### config.mk
export PLATFORM = sky130hd
export DESIGN_NAME = keypad_scan
export DESIGN_NICKNAME = d
export VERILOG_FILES = /design/src/rtl/keypad_scan.sv
export SDC_FILE = /design/constraint.sdc
export NUM_CORES = 1
export LEC_CHECK = 0
export ABC_CLOCK_PERIOD_IN_PS = 5400
export CORE_ASPECT_RATIO = 0.8
export CORE_MARGIN = 2
export CORE_UTILIZATION = 55
export DETAILED_ROUTE_END_ITERATION = 8
export GPL_ROUTABILITY_DRIVEN = 0
export PLACE_DENSITY_LB_ADDON = 0.15
export SLEW_MARGIN = 20
export SYNTH_ARGS = -nofsm -noshare
export SYNTH_HDL_FRONTEND = slang
export SYNTH_SLANG_ARGS = --single-unit
### constraint.sdc
create_clock -name clk -period 5.4 [get_ports clk]
set_clock_uncertainty 0.15 [all_clocks]
set_input_delay 1.35 -clock clk [delete_from_list [all_inputs] [get_ports clk]]
set_output_delay 1.35 -clock clk [all_outputs]
set_load 0.005 [all_outputs]
### src/rtl/keypad_scan.sv
// 4x4 matrix keypad scanner: walks an active-low row strobe, debounces a single
// press/release on the latched row/column, and reports a 4-bit key code with a
// one-cycle valid strobe plus a held key_down level.
// Optional auto-repeat of key_valid while a key is held: define KEYPAD_REPEAT_EN.
module keypad_scan #(
  parameter int unsigned DEBOUNCE_CYC = 20,
  parameter int unsigned REPEAT_DELAY = 500,
  parameter int unsigned REPEAT_RATE  = 100
) (
  input  logic       clk,
  input  logic       rst,
  input  logic [3:0] col_in,
  output logic [3:0] row_out,
  output logic [3:0] key_code,
  output logic       key_valid,
  output logic       key_down
);

  localparam int unsigned CNT_W = 16;
  localparam logic [CNT_W-1:0] CNT_MAX = '1;
  localparam logic [CNT_W-1:0] DEB_TGT = CNT_W'(DEBOUNCE_CYC);
  // A single accepted sample means detection and acceptance coincide.
  localparam bit DEB_ONE = (DEBOUNCE_CYC <= 1);

  // Reject configurations the 16-bit counters cannot represent.
  if (DEBOUNCE_CYC < 1 || DEBOUNCE_CYC > 65535 ||
      REPEAT_DELAY > 65535 || REPEAT_RATE > 65535) begin : g_bad_cfg
    $error("keypad_scan: parameter out of range");
  end

  typedef enum logic [1:0] {
    ST_SCAN     = 2'd0,
    ST_DEBOUNCE = 2'd1,
    ST_PRESSED  = 2'd2,
    ST_RELEASE  = 2'd3
  } state_e;

  state_e           state_q, state_d;
  logic [1:0]       row_q, row_d;
  logic [1:0]       col_q, col_d;
  logic [CNT_W-1:0] cnt_q, cnt_d;
  logic [3:0]       row_out_q, row_out_d;
  logic [3:0]       key_code_q, key_code_d;
  logic             key_valid_q, key_valid_d;
  logic             key_down_q, key_down_d;

  logic             col_bit;
  logic [1:0]       det_col;
  logic [CNT_W-1:0] cnt_inc;

`ifdef KEYPAD_REPEAT_EN
  localparam logic [CNT_W-1:0] DELAY_TGT = CNT_W'(REPEAT_DELAY);
  localparam logic [CNT_W-1:0] RATE_TGT  = CNT_W'(REPEAT_RATE);

  logic [CNT_W-1:0] rep_cnt_q, rep_cnt_d;
  logic             rep_arm_q, rep_arm_d;
  logic [CNT_W-1:0] rep_inc;
  logic [CNT_W-1:0] rep_tgt;
`endif

  // Active-low one-hot row strobe for row index r.
  function automatic logic [3:0] row_drive(input logic [1:0] r);
    return ~(4'b0001 << r);
  endfunction

  // Lowest-numbered low column wins when several are pressed together.
  function automatic logic [1:0] first_low(input logic [3:0] c);
    if (!c[0])      return 2'd0;
    else if (!c[1]) return 2'd1;
    else if (!c[2]) return 2'd2;
    else            return 2'd3;
  endfunction

  // Shared datapath terms: latched column sample, detected column, saturating count.
  always_comb begin
    col_bit = col_in[col_q];
    det_col = first_low(col_in);
    cnt_inc = (cnt_q == CNT_MAX) ? cnt_q : cnt_q + CNT_W'(1);
  end

`ifdef KEYPAD_REPEAT_EN
  // Repeat timing: first interval is the initial delay, later ones the rate.
  always_comb begin
    rep_inc = (rep_cnt_q == CNT_MAX) ? rep_cnt_q : rep_cnt_q + CNT_W'(1);
    rep_tgt = rep_arm_q ? RATE_TGT : DELAY_TGT;
  end
`endif

  // Next-state and registered-output logic for the scan/debounce FSM.
  always_comb begin
    state_d     = state_q;
    row_d       = row_q;
    col_d       = col_q;
    cnt_d       = cnt_q;
    row_out_d   = row_out_q;
    key_code_d  = key_code_q;
    key_valid_d = 1'b0;
    key_down_d  = key_down_q;
`ifdef KEYPAD_REPEAT_EN
    rep_cnt_d   = rep_cnt_q;
    rep_arm_d   = rep_arm_q;
`endif

    case (state_q)
      ST_SCAN: begin
        if (col_in == 4'hF) begin
          row_d     = row_q + 2'd1;
          row_out_d = row_drive(row_q + 2'd1);
        end else begin
          col_d = det_col;
          if (DEB_ONE) begin
            state_d     = ST_PRESSED;
            cnt_d       = '0;
            key_code_d  = {row_q, det_col};
            key_valid_d = 1'b1;
            key_down_d  = 1'b1;
`ifdef KEYPAD_REPEAT_EN
            rep_cnt_d   = '0;
            rep_arm_d   = 1'b0;
`endif
          end else begin
            state_d = ST_DEBOUNCE;
            cnt_d   = CNT_W'(1);
          end
        end
      end

      ST_DEBOUNCE: begin
        if (!col_bit) begin
          cnt_d = cnt_inc;
          if (cnt_inc == DEB_TGT) begin
            state_d     = ST_PRESSED;
            cnt_d       = '0;
            key_code_d  = {row_q, col_q};
            key_valid_d = 1'b1;
            key_down_d  = 1'b1;
`ifdef KEYPAD_REPEAT_EN
            rep_cnt_d   = '0;
            rep_arm_d   = 1'b0;
`endif
          end
        end else begin
          // Bounce before acceptance: give up and resume scanning at the next row.
          state_d   = ST_SCAN;
          cnt_d     = '0;
          row_d     = row_q + 2'd1;
          row_out_d = row_drive(row_q + 2'd1);
        end
      end

      ST_PRESSED: begin
        if (col_bit) begin
          if (DEB_ONE) begin
            state_d    = ST_SCAN;
            cnt_d      = '0;
            key_down_d = 1'b0;
            row_d      = row_q + 2'd1;
            row_out_d  = row_drive(row_q + 2'd1);
`ifdef KEYPAD_REPEAT_EN
            rep_cnt_d  = '0;
            rep_arm_d  = 1'b0;
`endif
          end else begin
            state_d = ST_RELEASE;
            cnt_d   = CNT_W'(1);
          end
        end else begin
`ifdef KEYPAD_REPEAT_EN
          if (rep_inc == rep_tgt) begin
            key_valid_d = 1'b1;
            rep_cnt_d   = '0;
            rep_arm_d   = 1'b1;
          end else begin
            rep_cnt_d = rep_inc;
          end
`endif
        end
      end

      ST_RELEASE: begin
        if (col_bit) begin
          cnt_d = cnt_inc;
          if (cnt_inc == DEB_TGT) begin
            state_d    = ST_SCAN;
            cnt_d      = '0;
            key_down_d = 1'b0;
            row_d      = row_q + 2'd1;
            row_out_d  = row_drive(row_q + 2'd1);
`ifdef KEYPAD_REPEAT_EN
            rep_cnt_d  = '0;
            rep_arm_d  = 1'b0;
`endif
          end
        end else begin
          // Release bounce: key is still down, no new strobe.
          state_d = ST_PRESSED;
          cnt_d   = '0;
        end
      end

      default: begin
        state_d = ST_SCAN;
      end
    endcase
  end

  // State and output registers with asynchronous active-high reset.
  always_ff @(posedge clk or posedge rst) begin
    if (rst) begin
      state_q     <= ST_SCAN;
      row_q       <= 2'd0;
      col_q       <= 2'd0;
      cnt_q       <= '0;
      row_out_q   <= 4'b1110;
      key_code_q  <= 4'd0;
      key_valid_q <= 1'b0;
      key_down_q  <= 1'b0;
    end else begin
      state_q     <= state_d;
      row_q       <= row_d;
      col_q       <= col_d;
      cnt_q       <= cnt_d;
      row_out_q   <= row_out_d;
      key_code_q  <= key_code_d;
      key_valid_q <= key_valid_d;
      key_down_q  <= key_down_d;
    end
  end

`ifdef KEYPAD_REPEAT_EN
  // Repeat counter registers.
  always_ff @(posedge clk or posedge rst) begin
    if (rst) begin
      rep_cnt_q <= '0;
      rep_arm_q <= 1'b0;
    end else begin
      rep_cnt_q <= rep_cnt_d;
      rep_arm_q <= rep_arm_d;
    end
  end
`endif

  assign row_out   = row_out_q;
  assign key_code  = key_code_q;
  assign key_valid = key_valid_q;
  assign key_down  = key_down_q;

endmodule
======== Word-level counts from Yosys, hierarchy flattened ========
Cells that the tools add are included.
cells by class
  $add $sub $neg .......................... 2
  order comparisons ....................... 1
  equal/unequal tests ..................... 16
  shift operators ......................... 1
  mux-type cells .......................... 37
  bitwise logic cells ..................... 3
  reductions and logical operators ........ 9
operators by type and width
  operator                                                     count
  2-to-1 mux 16 bit                                            6
  case mux 16 bit (4 select lines)                             1
  2-to-1 mux 2 bit                                             12
  adder 16 x 1 -> 16 bit (second input constant)               1
  == test 16 bit (second input constant)                       1
  == test 16 x 5 -> 1 bit (second input constant)              1
  2-to-1 mux 4 bit                                             4
  inequality test 2 bit (second input constant)                8
  case mux 4 bit (3 select lines)                              1
  AND reduction 5 bit                                          2
  2-to-1 mux 1 bit                                             9
  case mux 2 bit (4 select lines)                              1
  inequality test 3 bit (second input constant)                2
  case mux 2 bit (3 select lines)                              1
  == test 2 bit (second input constant)                        2
  == test 4 bit (second input constant)                        1
  inverter 4 bit                                               1
  AND reduction 2 bit                                          2
  AND reduction 4 bit                                          1
  << shifter 1 x 2 -> 4 bit (first input constant)             1
  less-than comparator 2 x 3 -> 1 bit (second input constant)  1
  AND reduction 3 bit                                          1
  nonzero test 3 bit                                           1
  adder 2 x 1 -> 2 bit (second input constant)                 1
  6 further kinds                                              7
storage, ports and cells
  register bits ........................... 32
  bits of input ports ..................... 6
  word-level logic and storage cells ...... 77

======== Depth between registers and ports, before layout ========
Gate-level depths: netlist (run 1).
  depth in word-level cells ............... 6
  depth in mapped cells ................... 9
  depth with buffers taken out ............ 8

======== Worst setup path after synthesis (run 1) ========
Ideal clock, no wire load.
  kind .................................... input to register
  start ................................... input col_in[3]
  end ..................................... register cnt_q[7]
  setup time .............................. 119 ps
  arrival ................................. 2947 ps
  data required time ...................... 5131 ps
  setup slack ............................. 2184 ps
  stages on the path ...................... 6
  path through ............................ inv_1 > mux4_2 > a22oi_1 > clkbuf_1 > o21ai_0 > o21a_1
on the way
  longest elaborated chain between the ends .. 4
  elaborated cells between the ends (all ways) .. 9
RTL lines
  item                                                                            line  source
  start, declared                                                                 12    input logic [3:0] col_in,
  binary-select mux 1 bit (select 2 bit)                                          76    col_bit = col_in[col_q];
  2-to-1 mux 1 bit (not written as such)                                          76
  2-to-1 mux 16 bit (tied with other cells)                                       181   if (col_bit) begin
  case mux 16 bit (4 select lines) / AND reduction 2 bit (equally long branches)  -
  end signal, assigned                                                            222   cnt_q <= cnt_d;
  end, declared                                                                   41    logic [CNT_W-1:0] cnt_q, cnt_d;
Several ways; a longest one is shown, not always the timed one. The select of a mux whose other input is x is not followed.
A chain may end at the register's enable or synchronous reset.

======== Final worst setup path (run 1) ========
  start ................................... input col_in[0]
  end ..................................... register row_q[1]
on the way
  longest elaborated chain between the ends .. 4
  elaborated cells between the ends (all ways) .. 7
RTL lines
  item                                      line  source
  binary-select mux 1 bit (select 2 bit)    76
  2-to-1 mux 1 bit (not written as such)    76
  inequality test 2 bit (no source line)    -
  AND reduction 5 bit (no source line) (*)  -
  end signal, assigned                      220   row_q <= row_d;
  end, declared                             39    logic [1:0] row_q, row_d;
Every way passes the cells marked *; elsewhere a longest branch is shown, timed or not. The select of a mux whose other input is x is not followed.

==> results by group, run 1 <==
Setup path
  • CP Class: input pin to flip-flop
  • Arrival time at the worst endpoint: 3.55 ns
  • Register-to-register setup slack: 2.16 ns
  • Critical path capture point type: flip-flop
  • R2R depth: 8
  • CP max FO: 6
  • Critical path required time: 5.43 ns
  • Startpoint types: input pin

Power
  • Worst vdd ir: 0.345 mV
  • Pwr Total: 948 uW
  • Pwr per Cell Area: 389 nW/um2
  • Lkg Pwr: 0.00103 uW

Flow run
  • Max-Cap Viols: 0

Yosys
  • Yosys warns: 0
  • Synth Net Count: 239
  • Synthesized area: 2150 um2
  • Flops & latches, synth: 32
  • Mapped Avg Cell Area: 9.59 um2
  • Number of flops mapped to enable cells by yosys: 0
  • Dominant synthesized flop cell: dfrtp_1
  • Post-synth ARST share: 100%
  • Post-synthesis sequential area ratio: 37.5%
  • Yosys cell types: 57
  • Post-Syn Instances: 224

Floorplanning
  • # IOs: 16
  • Rows: 20
  • Die span in y: 59.9 um
  • Die Span X: 73.9 um
  • Die area: 4420 um2
  • Initial core utilization: 56.8%
  • Area of the core: 3780 um2

Clocking
  • Clock-pin slew on the worst setup and hold paths: 0.07 ns
  • Clock sinks: 32
  • Post-CTS Hold Buffers: 0
  • TritonCTS buffer count: 5
  • CTS resizes: 0
  • CTS root buffer: clkbuf_8
  • H-tree depth: 2
  • Setup repair bufs after CTS: 0
  • TritonCTS clock tree: built
  • CTS max path bufs: 2
  • Clock latency on the worst-skew pair: 0.29 ns

Global routing
  • GRT met2 Usage: 32.9%
  • Total track usage: 23.7%
  • GRT busiest layer: met1
  • GRT met1 Usage: 35.6%
  • First-pass GRT wire length: 7850 um
  • Initial antenna violation count: 0
  • Vias in the first global route: 1577
  • Met3 Usage GRT: 8.09%
  • GR Overflow Total: 0
  • Largest net degree at the start of global routing: 33

Detailed routing
  • DR WL/cell: 16.0 um
  • 1st-iter DRT viols: 274
  • TritonRoute pass-1 iters: 5
  • DRC: 0
  • Vias: 1770
  • Vias per cell: 6.02
  • Remaining antenna violation count: 0
  • Routed Wire Length: 4710 um

Timing
  • TNS Setup: 0 ns
  • Final worst path period need: 3.52 ns
  • Hold slack final: 0.320 ns
  • Slew margin rel.: 56.3%
  • Final-report hold violation count: 0
  • Pins Over Slew Limit: 0
  • Final setup margin: 1.88 ns
  • Worst-margin pin slew: 0.651 ns
  • RSZ-0062 raised after global routing: no
  • Fin crit share: 65.1%
  • F_max: 284 MHz
  • Final count of negative-setup-slack endpoints: 0

Cells and area
  • Layout net count: 253
  • Most common cell after layout, fill and taps aside: dfrtp_1
  • Layout cells sized above 1: 15.1%
  • Most frequent cells in the layout: dfrtp_1 (29), nand2_1 (22), inv_1 (15), a21oi_1 (15), clkdlybuf4s50_1 (15)
  • Ant diodes: 0
  • Filler Cell Count: 304
  • Area delta synth->final: 13.6%

Worst hold path
  • HP Class: flip-flop to flip-flop
  • Hold depth: 2

Run status
  • Status: completed

Placed design
  • HPWL Detailed: 3330 um
  • Port Buf Inserts: 15
  • Place WS: 1.59 ns
==> power breakdown <==
| part | total (uW) | internal [uW] | switching [uW] | leakage [uW] |
|---|---|---|---|---|
| clock | 236 | 137 | 99.4 | 0.0000541 |
| combinational | 371 | 166 | 204 | 0.000559 |
| sequential | 341 | 290 | 51.0 | 0.000418 |
| total | 948 | 593 | 355 | 0.00103 |
==> sequential cells by signal (all words and copies together), names as in the netlist, named ones only <==
signal     flops
row_out        4
key_valid      1
col_q          2
state_q        1
key_down       1
cnt_q         16
row_q          2
key_code       4
==> kinds of logic after synthesis <==
logic type                 Yosys count  synth area share [%]
and+or+nand+nor                     79                  20.1
AOI/OAI and AO/OA                   58                  21.2
DFF                                 32                  37.5
buffers and inverters               25                  5.13
muxes                               15                  8.45
adders and majority gates            9                  5.24
xor gates and xnor gates             6                  2.45
==> layer usage <==
layer,up-vias,part of all wire [%]
li1,862,-
met1,838,50
met2,68,42
met3,2,7.1
met4,0,0.51
met5,-,0
==> per-stage QoR <==
step	std cells	utilization [%]	instance area (um2)
2_1_floorplan	224	-	2150
3_3_place_gp	286	61.6	2330
3_5_place_dp	286	61.6	2330
4_1_cts	294	64.5	2440
5_1_grt	294	64.5	2440
6_report	294	64.5	2440
==> critical path, cell delays in order <==
cell and delay, ns:
clkdlybuf4s50_1 0.53, inv_1 0.05, mux4_2 0.53, o41ai_2 0.39, o2111ai_2 0.32, mux2_2 0.37
==> cell type report <==
| class | instances | area (um2) | share of cell area [%] |
|---|---|---|---|
| inverter | 15 | 56.3 | 2.31 |
| multi-input combinational | 167 | 1230 | 50.5 |
| timing repair buffer | 17 | 165 | 6.77 |
| clock buffer | 5 | 68.8 | 2.82 |
| sequential | 32 | 805 | 33.0 |
| clock inverter | 3 | 42.5 | 1.74 |
| tap | 55 | 68.8 | 2.82 |
==> final timing paths <==
path / from / endpoint
worst max-delay path: col_in[0] / row_q[1]$_DFFE_PP0P_
worst min-delay path: row_out[1]$_DFFE_PP1P_ / row_out[1]$_DFFE_PP1P_
worst max register to register: cnt_q[0]$_DFFE_PP0P_ / cnt_q[9]$_DFFE_PP0P_
worst min register to register: row_out[1]$_DFFE_PP1P_ / row_out[1]$_DFFE_PP1P_
max in group asynchronous: rst / row_out[3]$_DFFE_PP1P_
min in group asynchronous: rst / cnt_q[10]$_DFFE_PP0P_
==> synthesized netlist by cell type, types with 5 or more instances <==
cell type / count / share of area [%]
dfrtp_1: 29 / 34
nand2_1: 22 / 3.8
a21oi_1: 15 / 3.5
inv_1: 15 / 2.6
nor2_1: 13 / 2.3
o21ai_0: 10 / 2.3
ha_1: 9 / 5.2
nand3_1: 9 / 2.1
nor3_1: 9 / 2.1
mux2i_1: 8 / 3.7
mux2_2: 5 / 2.6
nand4_1: 5 / 1.5
xnor2_1: 5 / 2.0
(Power assumes the default switching activity.)
==> run 2: changes to the inputs <==
Settings changed: ABC_CLOCK_PERIOD_IN_PS 5400 to 3100, CORE_UTILIZATION 55 to 53.
Clock period 5.4 ns to 3.1 ns, I/O delays scaled along.
==> results by group, run 2 (synthesis gave the netlist of run 1 again) <==
Timing
  • Final count of negative-setup-slack endpoints: 0
  • F_max: 340 MHz
  • Final-report hold violation count: 0
  • Worst-margin pin slew: 0.550 ns
  • TNS Setup: 0 ns
  • RSZ-0062 raised after global routing: yes
  • Final worst path period need: 2.95 ns
  • Slew margin rel.: 63.0%
  • Pins Over Slew Limit: 0
  • Fin crit share: 95.0%

Power
  • Pwr per Cell Area: 664 nW/um2
  • Lkg Pwr: 0.00114 uW
  • Worst vdd ir: 0.570 mV

Setup path
  • Worst r2r dst: key_code[2]$_DFFE_PP0P_
  • Arrival time at the worst endpoint: 2.97 ns
  • Register-to-register setup slack: 0.15 ns
  • Critical path required time: 3.13 ns
  • CP max FO: 6
  • Startpoint types: flip-flop
  • Crit path from: cnt_q[1]$_DFFE_PP0P_
  • CP Class: flip-flop to flip-flop
  • R2R depth: 7
  • Critical path capture point type: flip-flop
  • Critical R2R Launch: cnt_q[1]$_DFFE_PP0P_

Cells and area
  • Filler Cell Count: 317
  • Ant diodes: 0
  • Max reg flops: 16
  • Layout net count: 275
  • Most common cell after layout, fill and taps aside: dfrtp_1
  • Final instance count without filler cells: 316
  • Largest Register: cnt_q
  • Most frequent cells in the layout: dfrtp_1 (29), buf_4 (24), nand2_1 (22)
  • Layout cells sized above 1: 22.6%
  • Area delta synth->final: 20.7%

Clocking
  • TritonCTS clock tree: built
  • Clock sinks: 32
  • CTS max path bufs: 2
  • Clock latency on the worst-skew pair: 0.29 ns
  • CTS root buffer: clkbuf_8
  • Setup repair bufs after CTS: 0
  • TritonCTS buffer count: 5
  • Clock-pin slew on the worst setup and hold paths: 0.07 ns
  • H-tree depth: 2

Detailed routing
  • Routed Wire Length: 4960 um
  • 1st-iter DRT viols: 184
  • Vias: 1888
  • DRC: 0
  • Vias per cell: 5.97
  • TritonRoute pass-1 iters: 5
  • Remaining antenna violation count: 0
  • DR WL/cell: 15.7 um

Floorplanning
  • Initial core utilization: 55.7%
  • Die Span X: 75.2 um
  • Die area: 4580 um2
  • Area of the core: 3850 um2
  • # IOs: 16
  • Die span in y: 60.9 um
  • Rows: 20

Run status
  • Status: completed

Worst hold path
  • Hold depth: 2
  • Worst Hold Path EP: row_out[1]$_DFFE_PP1P_
  • HP Class: flip-flop to flip-flop
  • Hold Path Origin: row_out[1]$_DFFE_PP1P_

Flow run
  • Max-Cap Viols: 0

Global routing
  • Largest net degree at the start of global routing: 22
  • Vias in the first global route: 1672
  • First-pass GRT wire length: 8450 um
  • GR Overflow Total: 0
  • Initial antenna violation count: 0
  • Total track usage: 25.5%

Placed design
  • Placed cell count: 308
  • Port Buf Inserts: 15
  • HPWL Detailed: 3830 um
[run 2: critical path, cell delays in order (launching register included)]
cell     delay [ns]
dfrtp_1        0.43
ha_1           0.20
nand3_1        0.19
nor3_1         0.38
mux2i_1        0.33
nand4_1        0.28
nor4_2         0.48
mux2_2         0.40
[run 2: layout make-up]
class                      count  area [um2]  share of cell area, %
clock buffer                   5        68.8                   2.65
clock inverter                 3        18.8                  0.724
inverter                      15        56.3                   2.17
multi-input combinational    167        1240                   48.0
sequential                    32         805                   31.0
tap                           55        68.8                   2.65
timing repair buffer          39         330                   12.7
[run 2: layer usage]
layer	vias to the layer above	global-route usage (%)	share of wire [%]
li1	903	-	-
met3	12	5.15	6.5
met4	0	10.8	2.1
met1	891	40.0	51
met5	-	0	0
met2	82	33.8	40
[run 2: how the worst max path moves through the flow]
stage | to | slack, ns | depth (start not counted)
finish | key_code[2]$_DFFE_PP0P_ | 0.15 | 7
global route | key_code[2]$_DFFE_PP0P_ | -0.06 | 7
CTS | cnt_q[1]$_DFFE_PP0P_ | 0.17 | 8
detailed placement | cnt_q[13]$_DFFE_PP0P_ | 0.03 | 8
global placement | cnt_q[5]$_DFFE_PP0P_ | 0.1 | 8
floorplan | state_q[0]$_DFFE_PP0P_ | 0.41 | 8
[run 2: stage by stage]
step / total power (uW) / instance area (um2) / worst slack [ns] / utilization [%] / hold slack, ns
2_1_floorplan: 1060 / 2150 / 0.412 / - / 0.307
3_5_place_dp: 1390 / 2490 / 0.0336 / 64.7 / 0.312
5_1_grt: 1840 / 2590 / -0.0564 / 67.3 / 0.355
6_report: 1720 / 2590 / 0.155 / 67.3 / 0.321
3_3_place_gp: 1380 / 2490 / 0.0974 / 64.7 / 0.307
4_1_cts: 1720 / 2580 / 0.171 / 66.9 / 0.325
[run 2: timing repair]
item | CTS | global route
hold buffers | 0 | 0
gates resized for setup | 0 | 2
endpoints found under the setup margin | 0 | 10
[run 2: power breakdown]
group	total [uW]	switching (uW)	internal [uW]
Combinational	807	397	410
Clock	322	165	156
Sequential	593	87.4	506
Total	1720	650	1070
==> run 3: changes to the inputs <==
Settings changed: ABC_AREA set to 1.
==> results by group, run 3 <==
Setup path
  • Arrival time at the worst endpoint: 2.62 ns
  • Crit path from: cnt_q[0]$_DFFE_PP0P_
  • CP Class: flip-flop to flip-flop
  • Top cell family by delay on the critical path: simple AND/OR/NAND/NOR gates
  • WP depth: 14
  • Critical R2R Launch: cnt_q[0]$_DFFE_PP0P_
  • Largest stage delay, worst path: 0.41 ns
  • Startpoint types: flip-flop
  • Register-to-register setup slack: 0.51 ns
  • R2R depth: 14
  • CP cell instances: ha_1, nand3_1, nor2_1, nand4_1, nand2_1, nand2_1, nor2_1, nand2_1, nor2_2, nand2_4, nand2_4, nand2_1, nand2_1, o21ai_1
  • Critical path capture point type: flip-flop
  • Critical path required time: 3.13 ns
  • Worst r2r dst: state_q[0]$_DFFE_PP0P_
  • CP max FO: 18
  • Crit path to: state_q[0]$_DFFE_PP0P_
  • Crit-path most repeated cell: nand2_1
  • Slowest CP cell: dfrtp_1
  • Worst Path Buf+Inv: 0

Timing
  • Fin crit share: 83.6%
  • Worst-margin pin slew: 0.481 ns
  • Final count of negative-setup-slack endpoints: 0
  • RSZ-0062 raised after global routing: no
  • Slew margin rel.: 67.5%
  • F_max: 386 MHz
  • Pins Over Slew Limit: 0
  • Final worst path period need: 2.59 ns
  • TNS Setup: 0 ns
  • Hold slack final: 0.322 ns
  • Final setup margin: 0.508 ns
  • Final-report hold violation count: 0

Clocking
  • Post-CTS Hold Buffers: 0
  • Clock latency on the worst-skew pair: 0.29 ns
  • CTS resizes: 0
  • CTS max path bufs: 2
  • Clock sinks: 32
  • TritonCTS buffer count: 5
  • TritonCTS clock tree: built
  • CTS root buffer: clkbuf_8
  • Clock-pin slew on the worst setup and hold paths: 0.08 ns
  • Setup repair bufs after CTS: 0
  • H-tree depth: 2

Detailed routing
  • DRC: 0
  • Vias: 2010
  • Vias per cell: 5.30
  • DR WL/cell: 13.1 um
  • TritonRoute pass-1 iters: 4
  • 1st-iter DRT viols: 180
  • Routed Wire Length: 4980 um
  • Remaining antenna violation count: 0

Yosys
  • Post-synth ARST share: 100%
  • Flops & latches, synth: 32
  • Post-Syn Instances: 296
  • Synth area leader: dfrtp_1
  • Most frequent cell after synthesis: nand2_1
  • Number of flops mapped to enable cells by yosys: 0
  • Synth top area share: 32.7%
  • Mapped Avg Cell Area: 7.50 um2
  • Synthesized area: 2220 um2
  • Yosys warns: 0
  • Synth top area cells: dfrtp_1 (33%), nand2_1 (15%), inv_1 (6.4%)
  • Commonest cells post-synth: nand2_1 (87), inv_1 (38), dfrtp_1 (29), nor2_1 (25), nand3_1 (21)
  • Yosys cell types: 30
  • Dominant synthesized flop cell: dfrtp_1
  • Post-synthesis sequential area ratio: 36.2%
  • Synth Net Count: 311

Floorplanning
  • Area of the core: 4100 um2
  • Initial core utilization: 54.2%
  • # IOs: 16
  • Die area: 4720 um2
  • Die span in y: 61.9 um
  • Die Span X: 76.4 um
  • Rows: 21

Power
  • Worst vdd ir: 0.665 mV
  • Lkg Pwr: 0.00123 uW
  • Internal: 1100 uW
  • Clock power frac: 21.3%
  • Pwr per Cell Area: 742 nW/um2
  • Sequential power share: 30.7%
  • Reported net switching power: 813 uW
  • Combinational power share: 48.0%
  • Switching Fraction: 42.5%

Cells and area
  • Final core utilization: 62.8%
  • Area delta synth->final: 16.0%
  • Layout cells sized above 1: 14.3%
  • Largest Register: cnt_q
  • Final instance count without filler cells: 379
  • Ant diodes: 0
  • Max reg flops: 16
  • Most common cell after layout, fill and taps aside: nand2_1
  • Most frequent cells in the layout: nand2_1 (87), inv_1 (38), dfrtp_1 (29)
  • Layout net count: 336

Flow run
  • Max-Cap Viols: 0

Placed design
  • HPWL Detailed: 3710 um
  • Place WS: 0.293 ns
  • Port Buf Inserts: 15
  • Placed cell count: 371

Global routing
  • First-pass GRT wire length: 8270 um
  • Initial antenna violation count: 0
  • Largest net degree at the start of global routing: 33
  • Total track usage: 22.7%
  • GR Overflow Total: 0
  • Vias in the first global route: 1767

Worst hold path
  • HP Class: flip-flop to flip-flop
  • Hold Path Origin: row_out[3]$_DFFE_PP1P_

Run status
  • Status: completed
run 3: cell types whose count changed after synthesis, moves of 5 or more:
cell and change:
a21oi_1 -12, nor2_2 +7, nor2_1 +12, o21ai_1 +5, mux2_2 -5, xnor2_1 -5, mux2i_1 -8, nand2_1 +65
inv_1 +23, nand3_1 +12, o22ai_2 +10
run 3: worst reg2reg max path, stage by stage, from the launching register on:
cell,delay [ns]
dfrtp_1,0.41
ha_1,0.27
nand3_1,0.17
nor2_1,0.29
nand4_1,0.13
nand2_1,0.09
nand2_1,0.08
nor2_1,0.10
nand2_1,0.07
nor2_2,0.13
nand2_4,0.12
nand2_4,0.25
nand2_1,0.11
nand2_1,0.07
o21ai_1,0.06
run 3: metrics by stage:
step | area (um2) | total power [uW]
2_1_floorplan | 2220 | 1240
3_3_place_gp | 2460 | 1490
3_5_place_dp | 2460 | 1500
4_1_cts | 2570 | 1920
5_1_grt | 2570 | 2060
6_report | 2570 | 1910
run 3: cell families (layout without fill, tap and decap cells):
group | after synthesis | count (layout) | share of synthesized area (%)
simple gates | 167 | 167 | 35.7
buf+inv | 43 | 69 | 7.78
compound gates | 42 | 42 | 14.0
flops | 32 | 32 | 36.2
fa+ha+maj | 9 | 9 | 5.07
xor+xnor | 3 | 3 | 1.18
run 3: routing by layer:
layer  GRT usage (%)  vias up  routed length (um)
met5               0        -                   0
met2            33.0       73                2060
met3            5.20        5                 431
li1                -     1012                   -
met4            8.05        0                  65
met1            33.5      920                2420
run 3: final cells by class:
class | count | area, um2
fillers | 386 | 1520
inverters | 40 | 150
clock buffers | 5 | 68.8
multi-input cells | 221 | 1240
clock inverters | 3 | 42.5
flip-flops and latches | 32 | 805
well taps | 57 | 71.3
repair buffers | 21 | 195
run 3: power by group through the flow:
stage / clock [uW] / sequential (uW) / combinational, uW
2_1_floorplan: 0 / 586 / 658
3_3_place_gp: 0 / 594 / 896
3_5_place_dp: 0 / 595 / 909
4_1_cts: 414 / 587 / 916
5_1_grt: 426 / 601 / 1030
6_report: 408 / 587 / 917
run 3: worst min path at each step:
stage / to / slack (ns) / cells past startpoint
finish: row_out[3]$_DFFE_PP1P_ / 0.32 / 2
floorplan: row_out[1]$_DFFE_PP1P_ / 0.31 / 2
detailed placement: row_out[3]$_DFFE_PP1P_ / 0.32 / 2
global route: row_out[3]$_DFFE_PP1P_ / 0.36 / 2
global placement: row_out[3]$_DFFE_PP1P_ / 0.31 / 2
CTS: row_out[3]$_DFFE_PP1P_ / 0.33 / 2
